`config.mk`:
```
export PLATFORM = sky130hd
export DESIGN_NAME = bcp_round_ctrl
export DESIGN_NICKNAME = d
export VERILOG_FILES = /design/src/rtl/bcp_pkg.sv /design/src/rtl/bcp_round_ctrl.sv
export SDC_FILE = /design/constraint.sdc
export NUM_CORES = 1
export LEC_CHECK = 0
export ABC_AREA = 1
export BUFFER_PORTS_ARGS = -buffer_cell sky130_fd_sc_hd__buf_2
export CORE_ASPECT_RATIO = 1.75
export CORE_MARGIN = 4
export CORE_UTILIZATION = 51
export CTS_CLUSTER_DIAMETER = 200
export DETAILED_ROUTE_END_ITERATION = 12
export PLACE_DENSITY = 0.93
export SYNTH_ARGS = -nofsm -noshare
export SYNTH_HDL_FRONTEND = slang
export SYNTH_SLANG_ARGS = --single-unit
```
`constraint.sdc`:
```
create_clock -name clk_i -period 6.41 [get_ports clk_i]
set_input_delay 1.6025 -clock clk_i [delete_from_list [all_inputs] [get_ports clk_i]]
set_output_delay 1.6025 -clock clk_i [all_outputs]
set_load 0.1 [all_outputs]
```
`src/rtl/bcp_pkg.sv`:
```
// Shared types and constants for the BCP round controller and its processing element.
// The clause format is a packed array of signed literals, where 0 marks a pruned or empty slot.
package bcp_pkg;

  localparam int CLA_LENGTH = 3;
  localparam int LIT_W      = 8;
  localparam int NUM_CLA    = 256;
  localparam int ADDR_W     = $clog2(NUM_CLA);

  typedef logic signed [LIT_W-1:0] lit_t;
  typedef lit_t [CLA_LENGTH-1:0]   cla_t;

  typedef enum logic [1:0] {
    RES_NONE  = 2'd0,
    RES_SAT   = 2'd1,
    RES_UNSAT = 2'd2,
    RES_OPEN  = 2'd3
  } result_e;

  typedef enum logic [2:0] {
    ST_IDLE,
    ST_CHECK,
    ST_POP,
    ST_SCAN,
    ST_SAT,
    ST_UNSAT,
    ST_OPEN
  } state_e;

  function automatic logic is_result(input state_e s);
    return (s == ST_SAT) || (s == ST_UNSAT) || (s == ST_OPEN);
  endfunction

endpackage

```
`src/rtl/bcp_round_ctrl.sv`:
```
// Sequences one external bcp_pe through repeated BCP rounds over the clause buffer.
// Live clauses are streamed at one clause per cycle and compacted in place.
module bcp_round_ctrl
  import bcp_pkg::*;
(
  input  logic              clk_i,
  input  logic              rst_ni,
  input  logic              start_i,
  input  logic [ADDR_W:0]   num_cla_i,
  input  logic              ucq_empty_i,
  input  lit_t              ucq_lit_i,
  output logic              ucq_pop_o,
  output logic              imply_push_o,
  output lit_t              imply_lit_o,
  input  logic              imply_full_i,
  output logic              rd_en_o,
  output logic [ADDR_W-1:0] rd_addr_o,
  input  cla_t              rd_data_i,
  output logic              wr_en_o,
  output logic [ADDR_W-1:0] wr_addr_o,
  output cla_t              wr_data_o,
  output lit_t              pe_lit_o,
  output cla_t              pe_clause_o,
  input  logic              pe_done_i,
  input  logic              pe_conflict_i,
  input  logic              pe_imply_i,
  input  lit_t              pe_imply_idx_i,
  input  cla_t              pe_pr_clause_i,
  output logic              busy_o,
  output logic              result_valid_o,
  output logic [1:0]        result_o,
  output logic [ADDR_W:0]   live_cnt_o,
  output logic [15:0]       round_cnt_o
);

  state_e            state_q, state_d;
  lit_t              lit_q, lit_d;
  logic [ADDR_W:0]   rptr_q, rptr_d;
  logic [ADDR_W:0]   wptr_q, wptr_d;
  logic [ADDR_W:0]   live_q, live_d;
  logic [15:0]       round_q, round_d;
  logic              present_q, present_d;

  logic              pop, issue, write, push, stall, new_unit;

  always_ff @(posedge clk_i) begin
    if (!rst_ni) begin
      state_q   <= ST_IDLE;
      lit_q     <= '0;
      rptr_q    <= '0;
      wptr_q    <= '0;
      live_q    <= '0;
      round_q   <= '0;
      present_q <= 1'b0;
    end else begin
      state_q   <= state_d;
      lit_q     <= lit_d;
      rptr_q    <= rptr_d;
      wptr_q    <= wptr_d;
      live_q    <= live_d;
      round_q   <= round_d;
      present_q <= present_d;
    end
  end

  // A PE-pruned clause that differs from its input and is unit is a fresh implication.
  assign new_unit = pe_imply_i && (pe_pr_clause_i != rd_data_i);

  always_comb begin
    state_d   = state_q;
    lit_d     = lit_q;
    rptr_d    = rptr_q;
    wptr_d    = wptr_q;
    live_d    = live_q;
    round_d   = round_q;
    present_d = present_q;
    pop       = 1'b0;
    issue     = 1'b0;
    write     = 1'b0;
    push      = 1'b0;
    stall     = 1'b0;

    unique case (state_q)
      ST_IDLE, ST_SAT, ST_UNSAT, ST_OPEN: begin
        if (start_i) begin
          live_d  = num_cla_i;
          round_d = '0;
          state_d = ST_CHECK;
        end
      end
      ST_CHECK: begin
        if (live_q == '0)     state_d = ST_SAT;
        else if (ucq_empty_i) state_d = ST_OPEN;
        else                  state_d = ST_POP;
      end
      ST_POP: begin
        pop       = 1'b1;
        lit_d     = ucq_lit_i;
        rptr_d    = '0;
        wptr_d    = '0;
        present_d = 1'b0;
        state_d   = ST_SCAN;
      end
      ST_SCAN: begin
        stall     = present_q && new_unit && imply_full_i;
        issue     = !stall && (rptr_q < live_q);
        present_d = stall || issue;
        if (issue) rptr_d = rptr_q + 1'b1;
        // Writes trail reads, so wptr never passes rptr and compaction is safe.
        if (present_q && !stall) begin
          if (pe_conflict_i) begin
            state_d = ST_UNSAT;
          end else begin
            if (!pe_done_i) begin
              write  = 1'b1;
              wptr_d = wptr_q + 1'b1;
            end
            push = new_unit;
          end
        end else if (!present_q && (rptr_q == live_q)) begin
          live_d  = wptr_q;
          round_d = (round_q == 16'hFFFF) ? round_q : round_q + 16'd1;
          state_d = ST_CHECK;
        end
      end
      default: state_d = ST_IDLE;
    endcase
  end

  // Strobes are gated by reset so an abort takes effect in the same cycle.
  assign ucq_pop_o      = pop   && rst_ni;
  assign rd_en_o        = issue && rst_ni;
  assign wr_en_o        = write && rst_ni;
  assign imply_push_o   = push  && rst_ni;

  assign rd_addr_o      = rptr_q[ADDR_W-1:0];
  assign wr_addr_o      = wptr_q[ADDR_W-1:0];
  assign wr_data_o      = write ? pe_pr_clause_i : '0;
  assign imply_lit_o    = push ? pe_imply_idx_i : '0;

  assign pe_lit_o       = lit_q;
  assign pe_clause_o    = rd_data_i;

  assign busy_o         = (state_q != ST_IDLE) && !is_result(state_q);
  assign result_valid_o = is_result(state_q);
  assign result_o       = (state_q == ST_SAT)   ? RES_SAT   :
                          (state_q == ST_UNSAT) ? RES_UNSAT :
                          (state_q == ST_OPEN)  ? RES_OPEN  : RES_NONE;
  assign live_cnt_o     = live_q;
  assign round_cnt_o    = round_q;

endmodule

```
[Word-level counts from Yosys, hierarchy flattened]
Index checks and enable logic that the tools add are counted.
Storage, ports and cells
  register bits: 55
  output and inout port bits: 113
  logic and storage cells: 95
Cells by class
  add/sub/neg operators: 3
  order comparisons: 1
  muxes and demuxes: 37
  reduce and logical (&&, ||, !) cells: 28
  eq/ne operators: 19
Operators by type and width (count)
  2-to-1 mux 16 bit: 4
  2-to-1 mux 9 bit: 7
  case mux 9 bit (2 select lines): 3
  case mux 16 bit (2 select lines): 1
  2-to-1 mux 24 bit: 1
  inequality test 24 bit: 1
  adder 9 x 1 -> 9 bit, second input constant: 2
  2-to-1 mux 3 bit: 6
  adder 16 x 1 -> 16 bit, second input constant: 1
  equality test 16 bit, second input constant: 1
  inequality test 2 bit, second input constant: 8
  case mux 3 bit (4 select lines): 1
  logical AND 1 bit: 11
  equality test 3 bit, second input constant: 3
  equality test 9 bit: 1
  logical NOT 9 bit: 1
  less-than comparator 9 bit: 1
  2-to-1 mux 1 bit: 9
  2-to-1 mux 8 bit: 1
  AND reduction 4 bit: 2
  equality test 3 x 2 -> 1 bit, second input constant: 2
  2-to-1 mux 2 bit: 3
  inequality test 3 bit, second input constant: 2
  AND reduction 5 bit: 1
  other kinds (10): 15

[Depth between registers and ports, before layout]
  depth after elaboration: 9
  gate-level depth with buffers: 15
  mapped depth without buffers: 14

[Worst setup path after synthesis]
Ideal clock, no wire load.
  path type: input-to-output
  start: input port pe_pr_clause_i[11] (netlist bit)
  end: output port imply_lit_o[0]
  path slack: 0.916 ns
  cell stages on the path: 12
  data arrival time: 3.892 ns
  required time: 4.807 ns
  cell sequence: inv_1 nand2_1 nand2_1 nor2_1 nand2_1 nor2_1 nand3_1 nand3_2 nand3_1 nor2_1 nand3_1 nor2_1
Between the ends
  word-level cells in the longest chain between the ends: 9
  elaborated cells between the ends (all ways): 10
Ends and longest elaborated chain
  start, declared: RTL line bcp_round_ctrl.sv:28  | input cla_t pe_pr_clause_i,
  inequality test 24 bit (*): RTL line bcp_round_ctrl.sv:67  | assign new_unit = pe_imply_i && (pe_pr_clause_i != rd_data_i);
  logical AND 1 bit (*): RTL line bcp_round_ctrl.sv:67
  logical AND 1 bit (2 in series): RTL line bcp_round_ctrl.sv:105  | stall = present_q && new_unit && imply_full_i;
  logical NOT 1 bit: RTL line bcp_round_ctrl.sv:110  | if (present_q && !stall) begin
  logical AND 1 bit: RTL line bcp_round_ctrl.sv:110
  2-to-1 mux 1 bit (*): RTL line bcp_round_ctrl.sv:110
  2-to-1 mux 1 bit (*): RTL line bcp_round_ctrl.sv:83  | unique case (state_q)
  2-to-1 mux 8 bit (*): RTL line bcp_round_ctrl.sv:139  | assign imply_lit_o = push ? pe_imply_idx_i : '0;
  end, declared: RTL line bcp_round_ctrl.sv:14  | output lit_t imply_lit_o,
Every way passes the cells marked *; elsewhere a longest branch is shown, timed or not.

[Worst setup path after layout]
  start: input port rd_data_i[12] (netlist bit)
  end: output port imply_lit_o[7]
Between the ends
  word-level cells in the longest chain between the ends: 9
  elaborated cells between the ends (all ways): 10
Ends and longest elaborated chain
  start, declared: RTL line bcp_round_ctrl.sv:18  | input cla_t rd_data_i,
  inequality test 24 bit (*): RTL line bcp_round_ctrl.sv:67
  logical AND 1 bit (*): RTL line bcp_round_ctrl.sv:67
  logical AND 1 bit (2 in series): RTL line bcp_round_ctrl.sv:105
  logical NOT 1 bit: RTL line bcp_round_ctrl.sv:110
  logical AND 1 bit: RTL line bcp_round_ctrl.sv:110
  2-to-1 mux 1 bit (*): RTL line bcp_round_ctrl.sv:110
  2-to-1 mux 1 bit (*): RTL line bcp_round_ctrl.sv:83
  2-to-1 mux 8 bit (*): RTL line bcp_round_ctrl.sv:139
Marks and branches as above.

==> reports/results.tsv <==
stage	metric	value	unit
setup_path	CP Max Fanout	9	
yosys	largest family of logic cells by synthesized area	simple AND/OR/NAND/NOR gates	
place	placed cell area	4790	µm²
setup_path	FF-to-FF path depth	11	
clocking	post-CTS setup buffers	0	
yosys	post-synthesis sequential area ratio	0.271	
yosys	Ys Warns	0	
layout	fin area	4930	µm²
floorplanning	Die Y	126	µm
floorplanning	total core area	7670	µm²
yosys	post-synthesis register bit count	55	
job	MaxCap Viol Count	0	
layout	Final Instance Count excl. Fillers	888	
setup_path	ordered cell list for the critical path	buf_2 -> inv_1 -> nand2_1 -> nand2_1 -> nor2_1 -> nand2_1 -> nor2_1 -> nand3_1 -> nand3_2 -> nand3_1 -> nor2_1 -> nand3_1 -> nor2_1 -> buf_2	
drt	wire per inst	13.3	µm
floorplanning	Die ar.	9520	µm²
yosys	Post-synth EDFFs	0	
timing	FMAX	0.193	GHz
timing	post-route setup TNS	0	ns
drt	DRC Markers	0	
clocking	H-tree levels	2	
power_and_ir_drop	Pwr Density	420	nW/µm²
floorplanning	Starting Density	0.530	
setup_path	CP bufs+invs	3	
grt	largest net degree at the start of global routing	29	
timing	Hold Fails Final Rpt	0	
clocking	Worst-path clk slew	0.07	ns
timing	Final Critical Period	5.18	ns
clocking	Clk Latency, worst-skew pair	0.31	ns
timing	Slew Limit Fails	0	
setup_path	Slowest-stage cell, CP	buf_2	
yosys	syn avg cell area	6.23	µm²
place	DP Wirelength	9.62	mm
yosys	complex-gate fraction of the synthesized area	0.131	
drt	vias per cell	5.14	
yosys	Post-Synth Simple-Gate Area	0.351	
setup_path	crit end category	output pin	
layout	area grow syn2layout	21.3	%
timing	RSZ-0062 raised after global routing	false	
clocking	CTS sink count	55	
yosys	Synth top area share	0.271	
clocking	hold_buf cts	0	
grt	initial antenna violation count	0	
place	PortBufs	193	
layout	ANT cells	0	
timing	worst hold margin	0.469	ns
setup_path	delay-heaviest family, CP	simple AND/OR/NAND/NOR gates	
min_path	Min-Delay Path Class	flip-flop to flip-flop	
drt	Routed WL	11.8	mm
place	Post-Place Setup Slack	1.22	ns
yosys	synthesized area	4070	µm²
power_and_ir_drop	total chip power	2.07	mW
clocking	Num CTS Buffers	5	
floorplanning	Die X	75.5	µm
yosys	largest area contributor in the netlist	dfxtp_1	
grt	vias in the first global route	4325	
layout	layout cell share with drive strength beyond 1	0.283	
floorplanning	I/O pins	194	
place	placed insts	880	
drt	via count	4561	
yosys	Mapped Cells	652	
timing	final worst-path cycle share	0.808	
setup_path	WP data arrival	3.58	ns
drt	1st-pass router iterations	5	
yosys	ys async rst share	0	
clocking	Root Buffer	clkbuf_16	
yosys	post-synthesis mux area share	0	
yosys	post-synthesis adder-cell area fraction	0.0369	
setup_path	CP required	4.81	ns
layout	final core occ	0.643	
yosys	Cell variety after synth	44	
min_path	Hold Path Cell Cnt	1	
setup_path	crit start category	input port	
timing	Final WS setup	1.23	ns
run_status	status	finished clean	
grt	grt ovf	0	
power_and_ir_drop	static leakage	2.75	nW
timing	post-route clock skew	0.00764	ns
clocking	Max Root-Sink Buffers	2	
drt	initial drt markers	271	
min_path	hold path start	pe_lit_o[7]	
drt	antenna viol nets, final	0	
yosys	syn nets	745	
timing	setup violation total in the final timing report	0	
layout	fin nets	892	
yosys	XOR/XNOR share of the synthesized area	0.0280	
yosys	top cells by area, synth	dfxtp_1 27%, nand2_1 14%, nor2_1 10%, inv_1 8.2%, buf_4 7.4%	
floorplanning	Row Count	42	
power_and_ir_drop	Max rail drop VDD	0.000301	V
timing	Worst-Margin Slew	0.818	ns
setup_path	reg2reg end	round_cnt_o[10]	
timing	Relative slew margins	0.453	
min_path	Worst Hold Endpoint	pe_lit_o[7]	
setup_path	R2R setup slack	3.53	ns
setup_path	CP most frequent cell	nor2_1	
setup_path	max incr delay on CP	0.44	ns
grt	first-pass GRT wire length	18.9	mm
place	RePlAce Congestion	0.890	
setup_path	critical path class	input port to output pin	
clocking	CTS tree	done	
grt	Tot GR Track Use	0.248	
setup_path	worst flop-to-flop path startpoint	state_q[1]	
clocking	cts repair resizes	0	
yosys	ys flop type	dfxtp_1	
-- registers in the layout, indices dropped and copies added (netlist names) --
register     count
pe_lit_o         8
rptr_q           9
present_q        1
state_q          3
live_cnt_o       9
wptr_q           9
round_cnt_o     16
-- cell type report --
type                    instances  area [µm²]
well taps                      88         110
clock buffers                   6         129
inverters                      97         364
multi-input cells             444        2230
fillers                       723        2740
repair buffers                196         988
clock inverters                 2        12.5
flip-flops and latches         55        1100
-- per-layer routing --
| layer | global-route usage | vias up | routed length [µm] |
|---|---|---|---|
| li1 | - | 2319 | - |
| met1 | 0.267 | 2011 | 4120 |
| met2 | 0.454 | 207 | 6260 |
| met3 | 0.0391 | 24 | 1090 |
| met4 | 0.107 | 0 | 328 |
| met5 | 0 | - | 0 |
-- worst reg2reg max path: stages (launching register included) --
cell and delay [ns]:
dfxtp_1 0.44, inv_2 0.09, nor3_4 0.68, inv_2 0.44
nand2_2 0.20, nand2_4 0.08, nor2_8 0.27, nand2_8 0.17
nor2_4 0.15, nand2_1 0.08, o21ai_1 0.13, a21oi_1 0.05
-- synthesized netlist by cell type, types with 8 or more instances --
cell type and count:
nor2_1 108, o21ai_0 21, nand2_1 152, dfxtp_1 55, inv_1 89, xor2_1 9, nand3_1 28, a21oi_1 31
clkbuf_1 10, nand4_1 9, nor3_1 18, a31oi_1 9, ha_1 12, buf_4 40, a22o_1 8
-- placed cells by master (no fill, tap or decap), drive strengths merged, types with 12 or more instances in the layout --
cell   instances
nor2         114
o21ai         22
nand2        155
dfxtp         55
a21oi         33
ha            12
nand3         30
nor3          19
inv           95
buf          196
-- cell families (layout without fill, tap and decap cells) --
group,Yosys count,count (layout)
and+or+nand+nor,332,332
adders and majority gates,12,12
DFF,55,55
xor gates and xnor gates,13,13
buffers and inverters,153,301
AOI/OAI and AO/OA,87,87
-- where the power goes --
part | switching (mW) | internal [mW] | leakage, nW
sequential | 0.0857 | 0.419 | 0.448
clock | 0.126 | 0.145 | 0.0669
combinational | 1.04 | 0.254 | 2.24
-- worst max-delay path by stage --
| stage | from | endpoint | slack (ns) | depth (start not counted) |
|---|---|---|---|---|
| finish | rd_data_i[12] | imply_lit_o[7] | 1.23 | 14 |
| global route | pe_pr_clause_i[9] | imply_lit_o[0] | 0.85 | 14 |
| CTS | rd_data_i[12] | imply_lit_o[7] | 1.20 | 14 |
| detailed placement | rd_data_i[12] | imply_lit_o[7] | 1.22 | 14 |
| global placement | pe_pr_clause_i[12] | imply_push_o | 1.26 | 14 |
| floorplan | pe_pr_clause_i[11] | imply_lit_o[0] | 0.92 | 12 |
Note: power is estimated with default switching activity, not from simulation.
